===== config.mk =====
export PLATFORM = sky130hd
export DESIGN_NAME = alu_mdu
export DESIGN_NICKNAME = d
export VERILOG_FILES = /design/src/rtl/alu_pkg.sv /design/src/rtl/alu_mdu_iter.sv /design/src/rtl/alu_mdu.sv
export SDC_FILE = /design/constraint.sdc
export NUM_CORES = 1
export LEC_CHECK = 0
export ABC_AREA = 1
export CAP_MARGIN = 10
export CORE_MARGIN = 4
export CORE_UTILIZATION = 50
export CTS_CLUSTER_DIAMETER = 50
export DETAILED_ROUTE_END_ITERATION = 6
export PLACE_DENSITY = 0.76
export SYNTH_ARGS = -nofsm -noshare
export SYNTH_HDL_FRONTEND = slang
export SYNTH_HIERARCHICAL = 1
export SYNTH_SLANG_ARGS = --single-unit
export TNS_END_PERCENT = 1

===== constraint.sdc =====
create_clock -name clk -period 6.13 [get_ports clk]
set_input_delay 1.226 -clock clk [delete_from_list [all_inputs] [get_ports clk]]
set_output_delay 1.226 -clock clk [all_outputs]
set_load 0.01 [all_outputs]

===== src/rtl/alu_pkg.sv =====
// Shared definitions for the execute-stage ALU/MDU: op codes,
// FSM state encoding and default datapath width.
package alu_pkg;

    localparam int DEFAULT_WIDTH = 32;

    localparam logic [3:0] OP_AND  = 4'b0000;
    localparam logic [3:0] OP_OR   = 4'b0001;
    localparam logic [3:0] OP_ADD  = 4'b0010;
    localparam logic [3:0] OP_XOR  = 4'b0011;
    localparam logic [3:0] OP_NOR  = 4'b0100;
    localparam logic [3:0] OP_SLTU = 4'b0101;
    localparam logic [3:0] OP_SUB  = 4'b0110;
    localparam logic [3:0] OP_SLT  = 4'b0111;
    localparam logic [3:0] OP_SLL  = 4'b1000;
    localparam logic [3:0] OP_SRL  = 4'b1001;
    localparam logic [3:0] OP_SRA  = 4'b1010;
    localparam logic [3:0] OP_MULU = 4'b1100;
    localparam logic [3:0] OP_DIVU = 4'b1101;

    typedef enum logic [1:0] {
        ST_IDLE,
        ST_MUL,
        ST_DIV,
        ST_HOLD
    } state_t;

endpackage


===== src/rtl/alu_mdu_iter.sv =====
// Iterative unsigned multiply (shift-add) / divide (restoring) datapath.
// One bit per cycle; done is high during the last step, hi/lo carry that step's value.
module alu_mdu_iter
    import alu_pkg::*;
#(
    parameter int WIDTH   = DEFAULT_WIDTH,
    parameter int SHAMT_W = 5
) (
    input  logic             clk,
    input  logic             rst_n,
    input  logic             start,
    input  logic             mode,
    input  logic [WIDTH-1:0] a,
    input  logic [WIDTH-1:0] b,
    output logic             done,
    output logic [WIDTH-1:0] hi,
    output logic [WIDTH-1:0] lo
);

    logic [WIDTH-1:0]   acc_hi;
    logic [WIDTH-1:0]   acc_lo;
    logic [WIDTH-1:0]   m;
    logic               div_mode;
    logic               busy;
    logic [SHAMT_W-1:0] cnt;
    logic [WIDTH:0]     sum;
    logic [WIDTH:0]     t;
    logic [WIDTH:0]     diff;
    logic               ge;

    // Multiply keeps the multiplier in acc_lo and shifts the product in from the top;
    // divide shifts the dividend out of acc_lo into the partial remainder.
    always_comb begin
        sum  = {1'b0, acc_hi} + (acc_lo[0] ? {1'b0, m} : '0);
        t    = {acc_hi, acc_lo[WIDTH-1]};
        diff = t - {1'b0, m};
        ge   = (t >= {1'b0, m});
        if (div_mode) begin
            hi = ge ? diff[WIDTH-1:0] : t[WIDTH-1:0];
            lo = {acc_lo[WIDTH-2:0], ge};
        end else begin
            hi = sum[WIDTH:1];
            lo = {sum[0], acc_lo[WIDTH-1:1]};
        end
    end

    assign done = busy && (cnt == SHAMT_W'(WIDTH - 1));

    always_ff @(posedge clk) begin
        if (!rst_n) begin
            busy     <= 1'b0;
            cnt      <= '0;
            div_mode <= 1'b0;
            m        <= '0;
            acc_hi   <= '0;
            acc_lo   <= '0;
        end else if (start) begin
            busy     <= 1'b1;
            cnt      <= '0;
            div_mode <= mode;
            m        <= b;
            acc_hi   <= '0;
            acc_lo   <= a;
        end else if (busy) begin
            acc_hi <= hi;
            acc_lo <= lo;
            cnt    <= cnt + 1'b1;
            if (done) begin
                busy <= 1'b0;
            end
        end
    end

endmodule


===== src/rtl/alu_mdu.sv =====
// Execute-stage ALU with iterative MULU/DIVU; valid/ready on both sides,
// results registered and held until the consumer accepts them.
module alu_mdu
    import alu_pkg::*;
#(
    parameter int WIDTH   = DEFAULT_WIDTH,
    parameter int SHAMT_W = 5
) (
    input  logic             clk,
    input  logic             rst_n,
    input  logic             in_valid,
    output logic             in_ready,
    input  logic [3:0]       op,
    input  logic [WIDTH-1:0] a,
    input  logic [WIDTH-1:0] b,
    output logic             out_valid,
    input  logic             out_ready,
    output logic [WIDTH-1:0] result,
    output logic [WIDTH-1:0] hi,
    output logic             zero,
    output logic             overflow
);

    state_t             state;
    logic [WIDTH-1:0]   add_res;
    logic [WIDTH-1:0]   sub_res;
    logic [WIDTH-1:0]   alu_res;
    logic               alu_ovf;
    logic [SHAMT_W-1:0] shamt;
    logic               start;
    logic               done;
    logic [WIDTH-1:0]   mdu_hi;
    logic [WIDTH-1:0]   mdu_lo;

    assign shamt   = b[SHAMT_W-1:0];
    assign add_res = a + b;
    assign sub_res = a - b;

    always_comb begin
        alu_res = '0;
        alu_ovf = 1'b0;
        case (op)
            OP_AND:  alu_res = a & b;
            OP_OR:   alu_res = a | b;
            OP_XOR:  alu_res = a ^ b;
            OP_NOR:  alu_res = ~(a | b);
            OP_ADD: begin
                alu_res = add_res;
                alu_ovf = (a[WIDTH-1] == b[WIDTH-1]) &&
                          (add_res[WIDTH-1] != a[WIDTH-1]);
            end
            OP_SUB: begin
                alu_res = sub_res;
                alu_ovf = (a[WIDTH-1] != b[WIDTH-1]) &&
                          (sub_res[WIDTH-1] != a[WIDTH-1]);
            end
            OP_SLTU: alu_res = {{(WIDTH-1){1'b0}}, a < b};
            OP_SLT:  alu_res = {{(WIDTH-1){1'b0}}, $signed(a) < $signed(b)};
            OP_SLL:  alu_res = a << shamt;
            OP_SRL:  alu_res = a >> shamt;
            OP_SRA:  alu_res = $signed(a) >>> shamt;
            default: alu_res = '0;
        endcase
    end

    assign in_ready  = (state == ST_IDLE);
    assign out_valid = (state == ST_HOLD);
    assign start     = in_ready && in_valid && (op == OP_MULU || op == OP_DIVU);

    alu_mdu_iter #(
        .WIDTH   (WIDTH),
        .SHAMT_W (SHAMT_W)
    ) u_iter (
        .clk   (clk),
        .rst_n (rst_n),
        .start (start),
        .mode  (op == OP_DIVU),
        .a     (a),
        .b     (b),
        .done  (done),
        .hi    (mdu_hi),
        .lo    (mdu_lo)
    );

    always_ff @(posedge clk) begin
        if (!rst_n) begin
            state    <= ST_IDLE;
            result   <= '0;
            hi       <= '0;
            zero     <= 1'b0;
            overflow <= 1'b0;
        end else begin
            unique case (state)
                ST_IDLE: begin
                    if (in_valid) begin
                        if (op == OP_MULU) begin
                            state <= ST_MUL;
                        end else if (op == OP_DIVU) begin
                            state <= ST_DIV;
                        end else begin
                            result   <= alu_res;
                            hi       <= '0;
                            zero     <= (alu_res == '0);
                            overflow <= alu_ovf;
                            state    <= ST_HOLD;
                        end
                    end
                end
                ST_MUL, ST_DIV: begin
                    if (done) begin
                        result   <= mdu_lo;
                        hi       <= mdu_hi;
                        zero     <= (mdu_lo == '0);
                        overflow <= 1'b0;
                        state    <= ST_HOLD;
                    end
                end
                ST_HOLD: begin
                    if (out_ready) begin
                        state <= ST_IDLE;
                    end
                end
                default: state <= ST_IDLE;
            endcase
        end
    end

endmodule

# ---- Word level (Yosys, flattened, before mapping)
# Index checks and enable logic that the tools add are counted.
dict set report totals {
  ram_bits 0
  elab_cells 105
  latchBits 0
  input_bits 72
  rom_bits 0
  memories 0
  register_bits 171
}
dict set report op_classes {
  shifts 3
  order_cmp 3
  bitwise_logic 5
  n_div 0
  muxes 37
  n_eq_ne 25
  multipliers 0
  add_sub_neg 5
  n_reduce_logical 16
}
# op n
set op_table {}
lappend op_table {{$mux W32} 14}
lappend op_table {{$pmux W32 S11} 1}
lappend op_table {{$pmux W32 S2} 2}
lappend op_table {{$logic_not A32 Y1} 2}
lappend op_table {{$lt A32 B32 Y1} 2}
lappend op_table {{$sub A32 B32 Y32} 2}
lappend op_table {{$add A32 B32 Y33} 1}
lappend op_table {{$ge A33 B32 Y1} 1}
lappend op_table {{$add A32 B32 Y32} 1}
lappend op_table {{$and A32 B32 Y32} 1}
lappend op_table {{$not A32 Y32} 1}
lappend op_table {{$or A32 B32 Y32} 1}
lappend op_table {{$shl A32 B5 Y32} 1}
lappend op_table {{$shr A32 B5 Y32} 1}
lappend op_table {{$sshr A32 B5 Y32} 1}
lappend op_table {{$xor A32 B32 Y32} 1}
lappend op_table {{$eq A4 B4 Y1 const B} 5}
lappend op_table {{$eq A4 B3 Y1 const B} 4}
lappend op_table {{$mux W1} 12}
lappend op_table {{$eq A4 B2 Y1 const B} 2}
lappend op_table {{$mux W2} 4}
lappend op_table {{$ne A2 B2 Y1 const B} 4}
lappend op_table {{$pmux W1 S2} 3}
lappend op_table {{$pmux W2 S3} 1}
lappend op_table {{other kinds (17)} 26}

# ---- Logic depth before layout (Yosys ltp)
dict set report depth {
  depth_word 8
  depth_mapped 23
  mapped_depth_nobuf 20
}

# ---- Modules after synthesis
# The synthesis kept the hierarchy.
# module cells_per_inst n_inst area_per_inst_um2
set by_module_without_submodules {}
lappend by_module_without_submodules {alu_mdu 2558 1 13203.9}
lappend by_module_without_submodules {alu_mdu_iter 1822 1 10030.9}

# ---- Worst setup path before layout
# OpenSTA, ideal clock, no wires.
dict set report synth_timing {
  path_type {input to register}
  startpoint {in b[3]}
  endpoint {reg zero}
  arrival_ns 3.515
  cell_stages 22
  setup_slack_ns 2.545
  path_buffers 3
  setup_ns 0.070
  required_ns 6.060
  cell_sequence {buf_2 > inv_2 > clkbuf_1 > ha_1 > buf_2 > nor2_1 > nand2_1 > inv_1 > nand3_1 > nand2_1 > nand2_1 > nand2_1 > nand2_1 > nand2_1 > nand2_1 > nand3_1 > nand3_1 > nor2_1 > nand2_1 > nor2_1 > nand3_1 > a21oi_1}
}
dict set report synth_between {
  elab_chain_cells 8
  elab_cells_between_ends 17
  cone_classes {2 x add/sub; 2 x order compare; 3 x shift; 5 x mux; 4 x bitwise; 1 x reduce/logical}
}
# item line
set synth_lines {}
lappend synth_lines {{start: declaration} alu_mdu.sv:15} ;# input logic [WIDTH-1:0] b,
lappend synth_lines {{branches (longest 2 deep; another with $sub A32 B32 Y32)} n/a}
lappend synth_lines {{$pmux W32 S11 (*)} alu_mdu.sv:42} ;# case (op)
lappend synth_lines {{$logic_not A32 Y1 (*)} alu_mdu.sv:103} ;# zero <= (alu_res == '0);
lappend synth_lines {{$mux W1 (*)} alu_mdu.sv:98} ;# end else if (op == OP_DIVU) begin
lappend synth_lines {{$mux W1 (*)} alu_mdu.sv:96} ;# if (op == OP_MULU) begin
lappend synth_lines {{$mux W1 (*)} alu_mdu.sv:95} ;# if (in_valid) begin
lappend synth_lines {{$pmux W1 S2 (*)} alu_mdu.sv:93} ;# unique case (state)
lappend synth_lines {{end signal: assignment} alu_mdu.sv:103}
lappend synth_lines {{end signal: assignment} alu_mdu.sv:113} ;# zero <= (mdu_lo == '0);
lappend synth_lines {{end: declaration} alu_mdu.sv:20} ;# output logic zero,
# Mark *: on every way between the ends. The select of a mux whose other input is x is not followed.
# A chain may end at the register's enable or synchronous reset.

# ---- Worst setup path after layout
dict set report layout_timing {
  startpoint {in in_valid}
  endpoint {reg u_iter.m[9]}
}
dict set report layout_between {
  elab_chain_cells 2
}
# item line
set layout_lines {}
lappend layout_lines {{start: declaration} alu_mdu.sv:11} ;# input logic in_valid,
lappend layout_lines {{$logic_and A1 B1 Y1 (2 in series)} alu_mdu.sv:68} ;# assign start = in_ready && in_valid && (op == OP_MULU || op == OP_DIVU);
lappend layout_lines {{net start} alu_mdu.sv:30} ;# logic start;
lappend layout_lines {{end signal: assignment} alu_mdu_iter.sv:54} ;# m <= '0;
lappend layout_lines {{end signal: assignment} alu_mdu_iter.sv:61} ;# m <= b;
lappend layout_lines {{end: declaration} alu_mdu_iter.sv:22} ;# logic [WIDTH-1:0] m;
# The timed path passes the listed nets, and every way through them passes these cells.

==> run_results.csv <==
group,metric,value,unit
cts,htreeDepth,4,
sta,fin_crit,4.75,ns
sta,whs,0.464,ns
synth,synthArstFlopShare,0,%
route,routedWlPerCell,20.8,um
critical_path,worstPathRequired,6.43,ns
cts,clk_pin_slew,0.07,ns
sta,slew_headroom,20.2,%
grt,grt_pass1_vias,27030,
critical_path,cpLargestDelayFamily,"buffers and inverters",
worst_hold_path,hold_class,"flop to flop",
placement,hpwlAfterDp,84.1,mm
sta,fin_crit_sh,77.5,%
critical_path,cpMostUsedCell,"buf_4",
route,via_per_inst,5.86,
cts,cts_tree,"yes",
die,start_util,50.9,%
worst_hold_path,min_from,"result[10]$_SDFFE_PN0P_",
cts,clock-root-buffer,"clkbuf_16",
grt,grt.overflow.total,0,
die,die_w,224,um
cells_and_area,area_growth,9.51,%
synth,synth_seq_cells,171,
cts,numCtsBuffers,17,
route,routed_wl,104,mm
sta,drv_slew,0,
die,die_h,224,um
synth,avgSynthCellArea,5.30,sq um
synth,synth_area_leader_cell,"nand2_1",
synth,ys.flop_type,"dfxtp_1",
grt,grt_antenna_before_repair,0,
critical_path,crit_fanout,50,
critical_path,cp_cell_sequence,"clkdlybuf4s50_1 -> nand3_1 -> nor2_2 -> buf_4 -> inv_2 -> buf_4 -> o21ai_0 -> a21oi_1",
synth,synth_most_common_cell,"nand2_1",
cells_and_area,n_fill_cell,5012,
critical_path,crit_path_max_incr_delay,0.93,ns
synth,synth.top_cell.area_share,23.5,%
critical_path,end_kind,"flop",
run,max_cap_violations,0,
sta,fmaxAchievable,0.211,GHz
power_and_ir_drop,power.leakage,13.2,nW
cells_and_area,final_nets,4642,
route,drtIter0Drc,3654,
route,drcViolationCount,16,
status,violations,"design-rule violations",
sta,rsz0062_at_grt,"false",
sta,setup_violations,0,
synth,synth_edf_count,0,
placement,gp_congestion,1.10,
cts,ctsHoldBuffers,0,
die,pin_count,140,
grt,grt_start_max_net_pins,84,
synth,yosysSeqAreaShare,14.7,%
synth,ys_top_cells_by_area,"nand2_1, nand3_1, dfxtp_1",
synth,yosys_warnings,6,
sta,hold_viol,0,
critical_path,r2r_start,"state[1]$_SDFFE_PN0P_",
cells_and_area,drive_gt1_share,3.51,%
power_and_ir_drop,p_per_area,244,mW/mm^2
route,dr.pass1.iters,7,
placement,portBuffers,139,
route,routed-via-count,29381,
synth,synthTopCellsByCount,"nand2_1, nand3_1, inv_1, nor2_1, a21oi_1",
critical_path,path_buf_inv,4,
sta,tightestPinTransition,1.18,ns
synth,syn_inst,4380,
cts,cts_resized,0,
synth,syn-num-nets,4624,
synth,syn_area,0.0232,sq mm
status,outcome,"complete, but fails checks",
critical_path,crit_path_start_kind,"primary input",
cells_and_area,diodes,0,
cts,cts.path.max_buffers,2,
grt,grt_pass1_wl,157,mm
sta,setup_tns,0,ns
die,rows,78,
cts,clkLatencyLatePin,0.49,ns
critical_path,crit_type,"primary input to flop",
cts,clock-sinks,171,
critical_path,crit_start,"in_valid",
sta,finalClockSkew,0.0173,ns
die,die-area,0.0500,sq mm
critical_path,slowest_stage,"o21ai_0",
power_and_ir_drop,vdd_drop_max,0.000469,V
route,ant_nets,0,
synth,synth_cell_types,52,
cts,post-cts-setup-buffers,0,
grt,track_usage,40.2,%
die,coreArea,0.0457,sq mm
critical_path,crit_arrival,5.05,ns
-- report_power, final --
part           leakage (nW)  internal, mW  switching [mW]
combinational          11.6          1.14            2.58
sequential             1.39          1.26           0.114
clock                 0.292         0.549           0.556
total                  13.2          2.95            3.25
-- path summary, 6_finish.rpt --
kind / end / slack, ns / cells past startpoint
min reg2reg: result[10]$_SDFFE_PN0P_ / 0.46 / 2
max: u_iter/m[9]$_SDFFE_PN0P_ / 1.38 / 8
min: result[10]$_SDFFE_PN0P_ / 0.46 / 2
max reg2reg: u_iter/m[9]$_SDFFE_PN0P_ / 2.09 / 9
-- registers in the layout, summed over array words and instances (netlist names) --
register         count
hi                  32
overflow             1
result              32
state                2
u_iter/acc_hi       32
u_iter/acc_lo       32
u_iter/busy          1
u_iter/cnt           5
u_iter/div_mode      1
u_iter/m            32
zero                 1
-- layout by cell type (no fill, tap or decap), drive strengths merged --
cell	synthesis	routed
inv	643	652
nand4	59	59
a22o	1	1
clkbuf	93	17
nor3b	2	2
o21ai	174	174
nor2	346	346
o21bai	14	14
nand3	688	688
a41oi	1	1
a211oi	9	9
clkinv	2	8
buf	91	47
nand3b	7	7
ha	168	168
nor4	13	13
o22ai	15	15
or2	12	12
o211ai	25	25
and2	4	4
nand2	1465	1465
clkdlybuf4s50	0	136
xnor2	6	6
a21boi	1	1
and3	3	3
nor3	39	39
a22oi	1	1
a21oi	278	278
o21a	6	6
fa	4	4
or4	1	1
dfxtp	171	171
o221ai	2	2
a31oi	34	34
xor2	2	2
-- worst register-to-register path, cell delays in order, from the launching register on --
cell,delay [ns]
dfxtp_1,0.32
inv_1,0.08
ha_1,0.45
nand3_1,0.16
nor2_2,0.70
buf_4,0.31
inv_2,0.39
buf_4,0.44
o21ai_0,0.94
a21oi_1,0.08
-- routing by layer --
| metal | routed length [um] | vias to the layer above | track usage, % |
|---|---|---|---|
| met5 | 0 | - | 0 |
| met1 | 38800 | 13061 | 47.0 |
| met4 | 11000 | 0 | 33.1 |
| met3 | 9460 | 470 | 8.47 |
| li1 | - | 14150 | - |
| met2 | 45200 | 1700 | 63.4 |
-- cells by family (layout without fill, tap and decap cells) --
kind of cell	after synthesis	after routing	share of synthesized area [%]
and+or+nand+nor	2639	2639	48.3
buffers and inverters	829	860	14.2
AOI/OAI and AO/OA	561	561	13.1
adders and majority gates	172	172	9.39
DFF	171	171	14.7
xor gates and xnor gates	8	8	0.302
-- metrics by stage --
stage	power (mW)	setup WS (ns)	instance area [sq um]	utilization, %	std cells
floorplan	3.85	2.55	23200	-	4380
finish	6.20	1.38	25400	55.7	5011
global placement	4.99	1.11	24800	54.4	4979
global route	6.61	1.34	25400	55.7	5011
CTS	6.13	1.66	25400	55.7	5011
detailed placement	5.02	1.16	24800	54.4	4979
-- cell type report --
class,instances,area [sq um],share of cell area [%]
sequential,171,3430,13.5
clock inverter,15,171,0.674
clock buffer,17,425,1.67
inverter,645,2420,9.52
timing repair buffer,183,1710,6.71
tap,600,751,2.95
multi-input combinational,3380,16500,65.0
Note: power is estimated with default switching activity, not from simulation.
